$ cat src/rtl/biquad_coeff_sequencer.sv
// WISHBONE master that streams a buffered coefficient set into one biquad8 wrapper
// and optionally commits it with an update write; flags bus error and ack timeout.
module biquad_coeff_sequencer #(
  parameter int unsigned NCHAN   = 16,
  parameter int unsigned DEPTH   = 32,
  parameter int unsigned TIMEOUT = 255,
  localparam int unsigned CHBITS = $clog2(NCHAN),
  localparam int unsigned AW     = $clog2(DEPTH)
) (
  input  logic              clk_i,
  input  logic              rst_ni,
  input  logic              buf_wr_i,
  input  logic [AW-1:0]     buf_adr_i,
  input  logic [22:0]       buf_dat_i,
  input  logic              start_i,
  input  logic [CHBITS-1:0] chan_i,
  input  logic [AW:0]       count_i,
  input  logic              update_en_i,
  output logic              busy_o,
  output logic              done_o,
  output logic              err_o,
  output logic              wb_cyc_o,
  output logic              wb_stb_o,
  output logic              wb_we_o,
  output logic [CHBITS+6:0] wb_adr_o,
  output logic [31:0]       wb_dat_o,
  output logic [3:0]        wb_sel_o,
  input  logic              wb_ack_i,
  input  logic              wb_err_i
);

  localparam int unsigned TOW = $clog2(TIMEOUT + 1);

  typedef enum logic [2:0] {IDLE, FETCH, WRITE, UPDATE, DONE, ERROR} state_e;

  state_e              state_q, state_d;
  logic [AW:0]         idx_q, idx_d, idx_inc;
  logic [AW:0]         count_q, count_d;
  logic [CHBITS-1:0]   chan_q, chan_d;
  logic                upd_q, upd_d;
  logic [TOW-1:0]      to_q, to_d;
  logic                busy_q, busy_d;
  logic                done_q, done_d;
  logic                err_q, err_d;
  logic                cyc_q, cyc_d;
  logic                we_q, we_d;
  logic [3:0]          sel_q, sel_d;
  logic [CHBITS+6:0]   adr_q, adr_d;
  logic [31:0]         dat_q, dat_d;

  logic [22:0]         mem [DEPTH];
  logic [22:0]         rdata_q;
  logic                rd_en;
  logic [AW-1:0]       rd_adr;
  logic                bus_clr;
  logic                resp_err, resp_ack, expired;

  // Entry 0 is read on the same edge that accepts start, so a coincident
  // buffer write to entry 0 is not seen by this sequence.
  always_ff @(posedge clk_i) begin
    if (buf_wr_i && !busy_q) mem[buf_adr_i] <= buf_dat_i;
    if (rd_en) rdata_q <= mem[rd_adr];
  end

  always_comb begin
    state_d  = state_q;
    idx_d    = idx_q;
    count_d  = count_q;
    chan_d   = chan_q;
    upd_d    = upd_q;
    to_d     = to_q;
    busy_d   = busy_q;
    done_d   = 1'b0;
    err_d    = err_q;
    cyc_d    = cyc_q;
    we_d     = we_q;
    sel_d    = sel_q;
    adr_d    = adr_q;
    dat_d    = dat_q;
    bus_clr  = 1'b0;
    idx_inc  = idx_q + 1'b1;
    resp_err = cyc_q & wb_err_i;
    resp_ack = cyc_q & wb_ack_i & ~wb_err_i;
    expired  = cyc_q & (to_q == TOW'(TIMEOUT - 1));

    case (state_q)
      IDLE: begin
        busy_d = 1'b0;
        if (start_i) begin
          chan_d  = chan_i;
          count_d = count_i;
          upd_d   = update_en_i;
          err_d   = 1'b0;
          idx_d   = '0;
          busy_d  = 1'b1;
          if (count_i != '0)   state_d = FETCH;
          else if (update_en_i) state_d = UPDATE;
          else                  state_d = DONE;
        end
      end
      FETCH: begin
        state_d = WRITE;
        cyc_d   = 1'b1;
        we_d    = 1'b1;
        sel_d   = '1;
        adr_d   = {chan_q, rdata_q[22:18], 2'b00};
        dat_d   = {14'b0, rdata_q[17:0]};
        to_d    = '0;
      end
      WRITE, UPDATE: begin
        if (state_q == UPDATE && !cyc_q) begin
          // first UPDATE cycle keeps cyc low between the last entry and the commit
          cyc_d = 1'b1;
          we_d  = 1'b1;
          sel_d = '1;
          adr_d = {chan_q, 5'd0, 2'b00};
          dat_d = 32'h1;
          to_d  = '0;
        end else if (resp_err || expired) begin
          bus_clr = 1'b1;
          state_d = ERROR;
        end else if (resp_ack) begin
          bus_clr = 1'b1;
          if (state_q == UPDATE) begin
            state_d = DONE;
          end else begin
            idx_d = idx_inc;
            if (idx_inc < count_q) state_d = FETCH;
            else if (upd_q)        state_d = UPDATE;
            else                   state_d = DONE;
          end
        end else begin
          to_d = to_q + 1'b1;
        end
      end
      DONE: begin
        done_d  = 1'b1;
        busy_d  = 1'b0;
        state_d = IDLE;
      end
      ERROR: begin
        err_d   = 1'b1;
        busy_d  = 1'b0;
        state_d = IDLE;
      end
      default: state_d = IDLE;
    endcase

    if (bus_clr) begin
      cyc_d = 1'b0;
      we_d  = 1'b0;
      sel_d = '0;
      adr_d = '0;
      dat_d = '0;
    end

    rd_en  = (state_d == FETCH);
    rd_adr = idx_d[AW-1:0];
  end

  always_ff @(posedge clk_i or negedge rst_ni) begin
    if (!rst_ni) begin
      state_q <= IDLE;
      idx_q   <= '0;
      count_q <= '0;
      chan_q  <= '0;
      upd_q   <= 1'b0;
      to_q    <= '0;
      busy_q  <= 1'b0;
      done_q  <= 1'b0;
      err_q   <= 1'b0;
      cyc_q   <= 1'b0;
      we_q    <= 1'b0;
      sel_q   <= '0;
      adr_q   <= '0;
      dat_q   <= '0;
    end else begin
      state_q <= state_d;
      idx_q   <= idx_d;
      count_q <= count_d;
      chan_q  <= chan_d;
      upd_q   <= upd_d;
      to_q    <= to_d;
      busy_q  <= busy_d;
      done_q  <= done_d;
      err_q   <= err_d;
      cyc_q   <= cyc_d;
      we_q    <= we_d;
      sel_q   <= sel_d;
      adr_q   <= adr_d;
      dat_q   <= dat_d;
    end
  end

  assign busy_o   = busy_q;
  assign done_o   = done_q;
  assign err_o    = err_q;
  assign wb_cyc_o = cyc_q;
  assign wb_stb_o = cyc_q;
  assign wb_we_o  = we_q;
  assign wb_sel_o = sel_q;
  assign wb_adr_o = adr_q;
  assign wb_dat_o = dat_q;

endmodule

$ cat config.mk
export PLATFORM = sky130hd
export DESIGN_NAME = biquad_coeff_sequencer
export DESIGN_NICKNAME = d
export VERILOG_FILES = /design/src/rtl/biquad_coeff_sequencer.sv
export SDC_FILE = /design/constraint.sdc
export NUM_CORES = 1
export LEC_CHECK = 0
export CORE_UTILIZATION = 55
export DETAILED_ROUTE_END_ITERATION = 6
export HOLD_SLACK_MARGIN = 0.03
export PLACE_DENSITY = 0.75
export SLEW_MARGIN = 20
export SYNTH_ARGS = -nofsm -noshare
export SYNTH_HDL_FRONTEND = slang
export SYNTH_SLANG_ARGS = --single-unit
$ cat constraint.sdc
create_clock -name clk_i -period 4.11 [get_ports clk_i]
set_input_delay 0.822 -clock clk_i [delete_from_list [all_inputs] [get_ports clk_i]]
set_output_delay 0.822 -clock clk_i [all_outputs]
set_load 0.1 [all_outputs]
==> flow_summary.ini, run 1 <==
[critical_path]
critPathLaunchType = flop
cp_num_cells = 9
crit_path_max_fanout = 25
cp_slowest_cell = dfrtp_1
cpPeakStageDelay_ps = 550
path_cells = nand2b_1 > buf_4 > o21ai_1 > o311ai_0 > nand2_1 > or3_1 > buf_4 > o22ai_1 > nor4_2
rrSetupSlack_ps = 570
reg2reg_to = rdata_q[22]
arrival_ps = 3890
r2r_start = state_q[2]
crit_top_cell = buf_4
reg2regPathDepth = 9
end_kind = flop
worst-path-buf-inv = 2
crit_family = simple AND/OR/NAND/NOR gates
critical_path_required_ps = 4470
worst-setup-path-type = reg -> reg

[job]
cap_violations = 0

[placement]
dpl.cell_count = 3326
dp_hpwl_um = 48300
port_buffers = 81
place_congestion = 0.891

[floorplanning]
dieHeight_um = 247
start_util_pct = 55.8
core_mm2 = 0.0591
dieArea_mm2 = 0.0610
die_x_um = 247
pin_count = 98
num_rows = 89

[routing]
top_layer = met5
met3_length_um = 8230
vias_per_cell = 5.99
drc = 26
avgRoutedWirePerCell_um = 23.3
drt_wl_total_um = 81000
drtPass1Iterations = 7
first_iter_violations = 2275
postRouteAntennaNets = 0
route.met2.wl_um = 38200
via_count = 20800
m1WireLength_um = 32500

[outcome]
status = complete, but fails checks
violations = DRC

[synth]
ys_warn_count = 0
synth-async-reset-ratio_pct = 7.21
ys_seq_area_share_pct = 73.6
synth-seq-cells = 818
syn-cell-area_mm2 = 0.0330
syn_avg_cell_area_um2 = 13.1
synth_edf_count = 759
ys_types = 67
syn_inst = 2514
synthFlopType = edfxtp_1

[clocking]
cts_tree = done
clk_latency_ps = 630
root_buffer = clkbuf_16
path_clk_slew_ps = 60
htreeDepth = 3
cts_buffers = 82
cts.path.max_buffers = 3
cts-resized-gates = 0
cts_sinks = 818
cts_setup_buffers = 0
cts_hold_buf = 0

[pwr]
total_power_mw = 21.4
peakVddDrop_mv = 0.384
power_density_mw_per_mm2 = 566
p_leak_nw = 13.7

[grt]
grt_use_total_pct = 26.9
grt_pass1_vias = 19900
grt_max_degree = 75
overflow = 0
grt_pass1_wl_um = 122000
antenna_found_initial = 4

[timing]
finalCritPeriodShare_pct = 86.0
maxSlewHeadroom_pct = 24.6
setup-violations-final = 0
period_needed_ps = 3540
tightest_slew_ps = 1130
rsz0062_at_grt = no
final-hold-violation-count = 0
max_freq_mhz = 283
slew_violations = 0
finalClockSkew_ps = 28.1

[hold_path]
holdCritPathClass = in -> async

[cells_and_area]
layout_common_cells = edfxtp_1 (759), nand2_1 (639), and3_1 (184)
area_growth_pct = 14.4
nets = 2690
instances_no_fill = 3479
layout-drive-gt1-share_pct = 11.4
layout_commonest_cell = edfxtp_1
registers in the layout (all words and copies together), names as in the netlist:
name and count:
count_q 6, to_q 8, wb_sel_o 1, done_o 1, mem 736, wb_adr_o 9, busy_o 1, chan_q 4
rdata_q 23, idx_q 6, state_q 3, err_o 1, upd_q 1, wb_dat_o 18
final cells by class:
type	instances	area (um2)
antenna	2	5.00
sequential	818	24300
multi-input combinational	1534	7910
inverter	16	70.1
clock buffer	103	2210
tap	773	967
timing repair buffer	185	1920
fill	4138	21400
clock inverter	48	407
power by group:
| group | switching, mW | total (mW) | internal, mW |
|---|---|---|---|
| clock | 3.05 | 7.31 | 4.26 |
| combinational | 3.04 | 4.23 | 1.19 |
| sequential | 0.291 | 9.84 | 9.55 |
synth_stat cells, drive strengths merged, types with 2 or more instances:
cell	instances	share of area, %
a311oi	4	0.11
a22o	4	0.11
xnor2	2	0.053
dfrtp	59	4.5
and4	2	0.053
nor3b	2	0.045
inv	16	0.18
nand2	639	7.3
nand3b	3	0.068
o31ai	2	0.045
edfxtp	759	69
and2	3	0.057
a21oi	9	0.14
nor2	186	2.1
nand2b	3	0.057
o21a	4	0.095
buf	98	2.1
a211oi	5	0.11
mux2i	72	2.2
nand4	26	0.49
xor2	4	0.11
nor3	4	0.091
a31oi	2	0.038
o41ai	4	0.11
and3	184	3.5
a21o	2	0.045
or3	3	0.057
o22ai	22	0.42
a2111oi	2	0.072
clkbuf	63	0.72
o211ai	4	0.11
o21ai	149	2.3
ha	8	0.30
nand3	122	1.9
nor4	25	0.96
per-layer routing:
metal	up-vias	GRT usage, %
li1	9303	-
met1	10300	37.5
met2	1121	42.9
met3	149	5.49
met4	4	7.93
met5	-	0
worst register-to-register path: stages, from the launching register on:
cell and delay, ps:
dfrtp_1 550, nand2b_1 160, buf_4 270, o21ai_1 140
o311ai_0 350, nand2_1 460, or3_1 500, buf_4 250
o22ai_1 510, nor4_2 110
per-stage QoR:
| stage | area (um2) | hold WS, ps | setup TNS [ps] | worst slack, ps | util (%) |
|---|---|---|---|---|---|
| finish | 37800 | 293 | 0 | 574 | 63.9 |
| global route | 37800 | 354 | 0 | 302 | 63.9 |
| CTS | 37800 | 286 | 0 | 598 | 64.0 |
| detailed placement | 35200 | 464 | -10.4 | -10.4 | 59.6 |
| global placement | 35200 | 456 | 0 | 37.0 | 59.6 |
| floorplan | 33100 | 439 | 0 | 2.43 | - |
cell families after synthesis:
group                      share of synthesized area, %
muxes                                              2.22
and+or+nand+nor                                    16.8
adders and majority gates                         0.303
DFF                                                73.6
AOI/OAI and AO/OA                                  3.93
buffers and inverters                              2.98
other                                            0.0114
xor gates and xnor gates                          0.159
worst max path at each step:
stage,end,startpoint
after floorplan,rdata_q[0],idx_q[0]
after global placement,rdata_q[22],wb_err_i
after detailed placement,rdata_q[22],wb_err_i
after CTS,rdata_q[22],state_q[2]
after global routing,rdata_q[22],state_q[2]
final,rdata_q[22],state_q[2]
(Power assumes the default switching activity.)
==> inputs of run 2 (changes only) <==
Settings changed: CORE_MARGIN set to 4.
==> run 2 against run 1 <==
Against the previous run:
- critical path type is now in -> reg
- clock skew shrank 13 ps
- design area decreased by 0.31%
- worst setup slack better by 62 ps
- worst hold slack lost 70 ps
- die area up 4.9%
- total power down 2.0%
- register-to-register slack improved by 160 ps
- fmax is 1.8% higher
- final cell count increased by 0.29%
- utilization is 0.32 points lower
- the run now ends clean
==> flow_summary.ini, run 2 (synthesis gave the netlist of run 1 again) <==
[outcome]
status = completed

[grt]
grt_max_degree = 76
overflow = 0
grt_pass1_wl_um = 122000
antenna_found_initial = 2
grt_use_total_pct = 25.3
grt_pass1_vias = 20600

[clocking]
cts_sinks = 818
cts_setup_buffers = 0
root_buffer = clkbuf_16
cts_hold_buf = 0
cts_buffers = 80
htreeDepth = 3
cts_tree = done
cts-resized-gates = 0
path_clk_slew_ps = 60
clk_latency_ps = 620
cts.path.max_buffers = 3

[cells_and_area]
area_growth_pct = 14.1
regMostFlops = mem
largest_register_ffs = 736
layout_commonest_cell = edfxtp_1
num-fill-cells = 4208
layout_common_cells = edfxtp_1 (759), nand2_1 (639), and3_1 (184)
num_antenna_cells = 0
nets = 2705
layout-drive-gt1-share_pct = 11.7

[floorplanning]
core_mm2 = 0.0592
num_rows = 89
pin_count = 98
dieHeight_um = 253
dieArea_mm2 = 0.0640
die_x_um = 253
start_util_pct = 55.7

[routing]
met3_length_um = 8550
via_count = 20900
vias_per_cell = 5.99
avgRoutedWirePerCell_um = 23.2
m1WireLength_um = 31600
route.met2.wl_um = 38200
drt_wl_total_um = 80900
top_layer = met5
drc = 0
drtPass1Iterations = 5
postRouteAntennaNets = 0
first_iter_violations = 2515

[critical_path]
crit_top_cell = and3_1
end_kind = flop
reg2regPathDepth = 13
worst-path-buf-inv = 3
critPathLaunchType = input port
arrival_ps = 3920
critical_path_required_ps = 4560
cp_num_cells = 11
path_cells = clkdlybuf4s50_1 > nor4b_4 > o211ai_2 > and3_1 > nor2_4 > inv_2 > buf_4 > and3_1 > o21ai_0 > nand4_1 > nor4_2
crit_path_max_fanout = 22
crit_family = simple AND/OR/NAND/NOR gates
cpPeakStageDelay_ps = 490
worst-setup-path-type = in -> reg
cp_slowest_cell = clkdlybuf4s50_1

[pwr]
peakVddDrop_mv = 0.385
p_leak_nw = 13.7
total_power_mw = 21.0
power_density_mw_per_mm2 = 557

[timing]
max_freq_mhz = 288
maxSlewHeadroom_pct = 28.4
finalCritPeriodShare_pct = 84.5
tns_ps = 0
slew_violations = 0
fin_ws_ps = 636
period_needed_ps = 3470
rsz0062_at_grt = no
tightest_slew_ps = 1070
final-hold-violation-count = 0
setup-violations-final = 0
finalClockSkew_ps = 15.1

[hold_path]
holdCritPathClass = in -> async

[placement]
pre_cts_ws_ps = 96.5
port_buffers = 81
dp_hpwl_um = 48400
place_congestion = 0.893

[job]
cap_violations = 0
[run 2: path summary, 6_finish.rpt]
path,startpoint,to,slack (ps)
max,wb_err_i,rdata_q[14],640
min,rst_ni,wb_sel_o[2],220
max reg2reg,to_q[0],rdata_q[11],730
min reg2reg,wb_dat_o[0],wb_dat_o[0],480
max in group asynchronous,rst_ni,to_q[6],3060
min in group clk_i,wb_dat_o[0],wb_dat_o[0],480
[run 2: through the flow]
stage	instances	hold WS, ps	area, um2	utilization, %
floorplan	2529	439	33100	-
global placement	3343	458	35300	59.5
detailed placement	3343	473	35300	59.5
CTS	3489	215	37700	63.7
global route	3489	253	37600	63.5
finish	3489	222	37600	63.5
[run 2: where the power goes]
part | internal (mW) | switching [mW]
logic | 1.19 | 3.01
clock network | 3.91 | 3.00
registers | 9.55 | 0.295
total | 14.6 | 6.31
[run 2: final cells by class]
class	instances	area (um2)	share of cell area, %
Tap cell	773	967	2.57
Multi-Input combinational cell	1534	7910	21.0
Timing Repair Buffer	202	1970	5.23
Clock inverter	42	340	0.904
Sequential cell	818	24300	64.5
Inverter	16	70.1	0.186
Clock buffer	104	2120	5.64
[run 2: metal layers]
layer / track usage (%) / vias to the layer above
li1: - / 9324
met1: 35.1 / 10300
met2: 40.8 / 1123
met3: 5.13 / 184
met4: 8.18 / 4
met5: 0 / -
[run 2: worst register-to-register path, stage by stage (launching register included)]
cell	delay, ps
dfrtp_1	430
inv_1	80
ha_1	150
nand3_1	160
o211a_1	320
o21a_4	320
inv_6	170
buf_12	270
buf_4	210
nand2_1	50
and3_1	170
o21ai_0	240
nand4_1	350
nor4_2	270
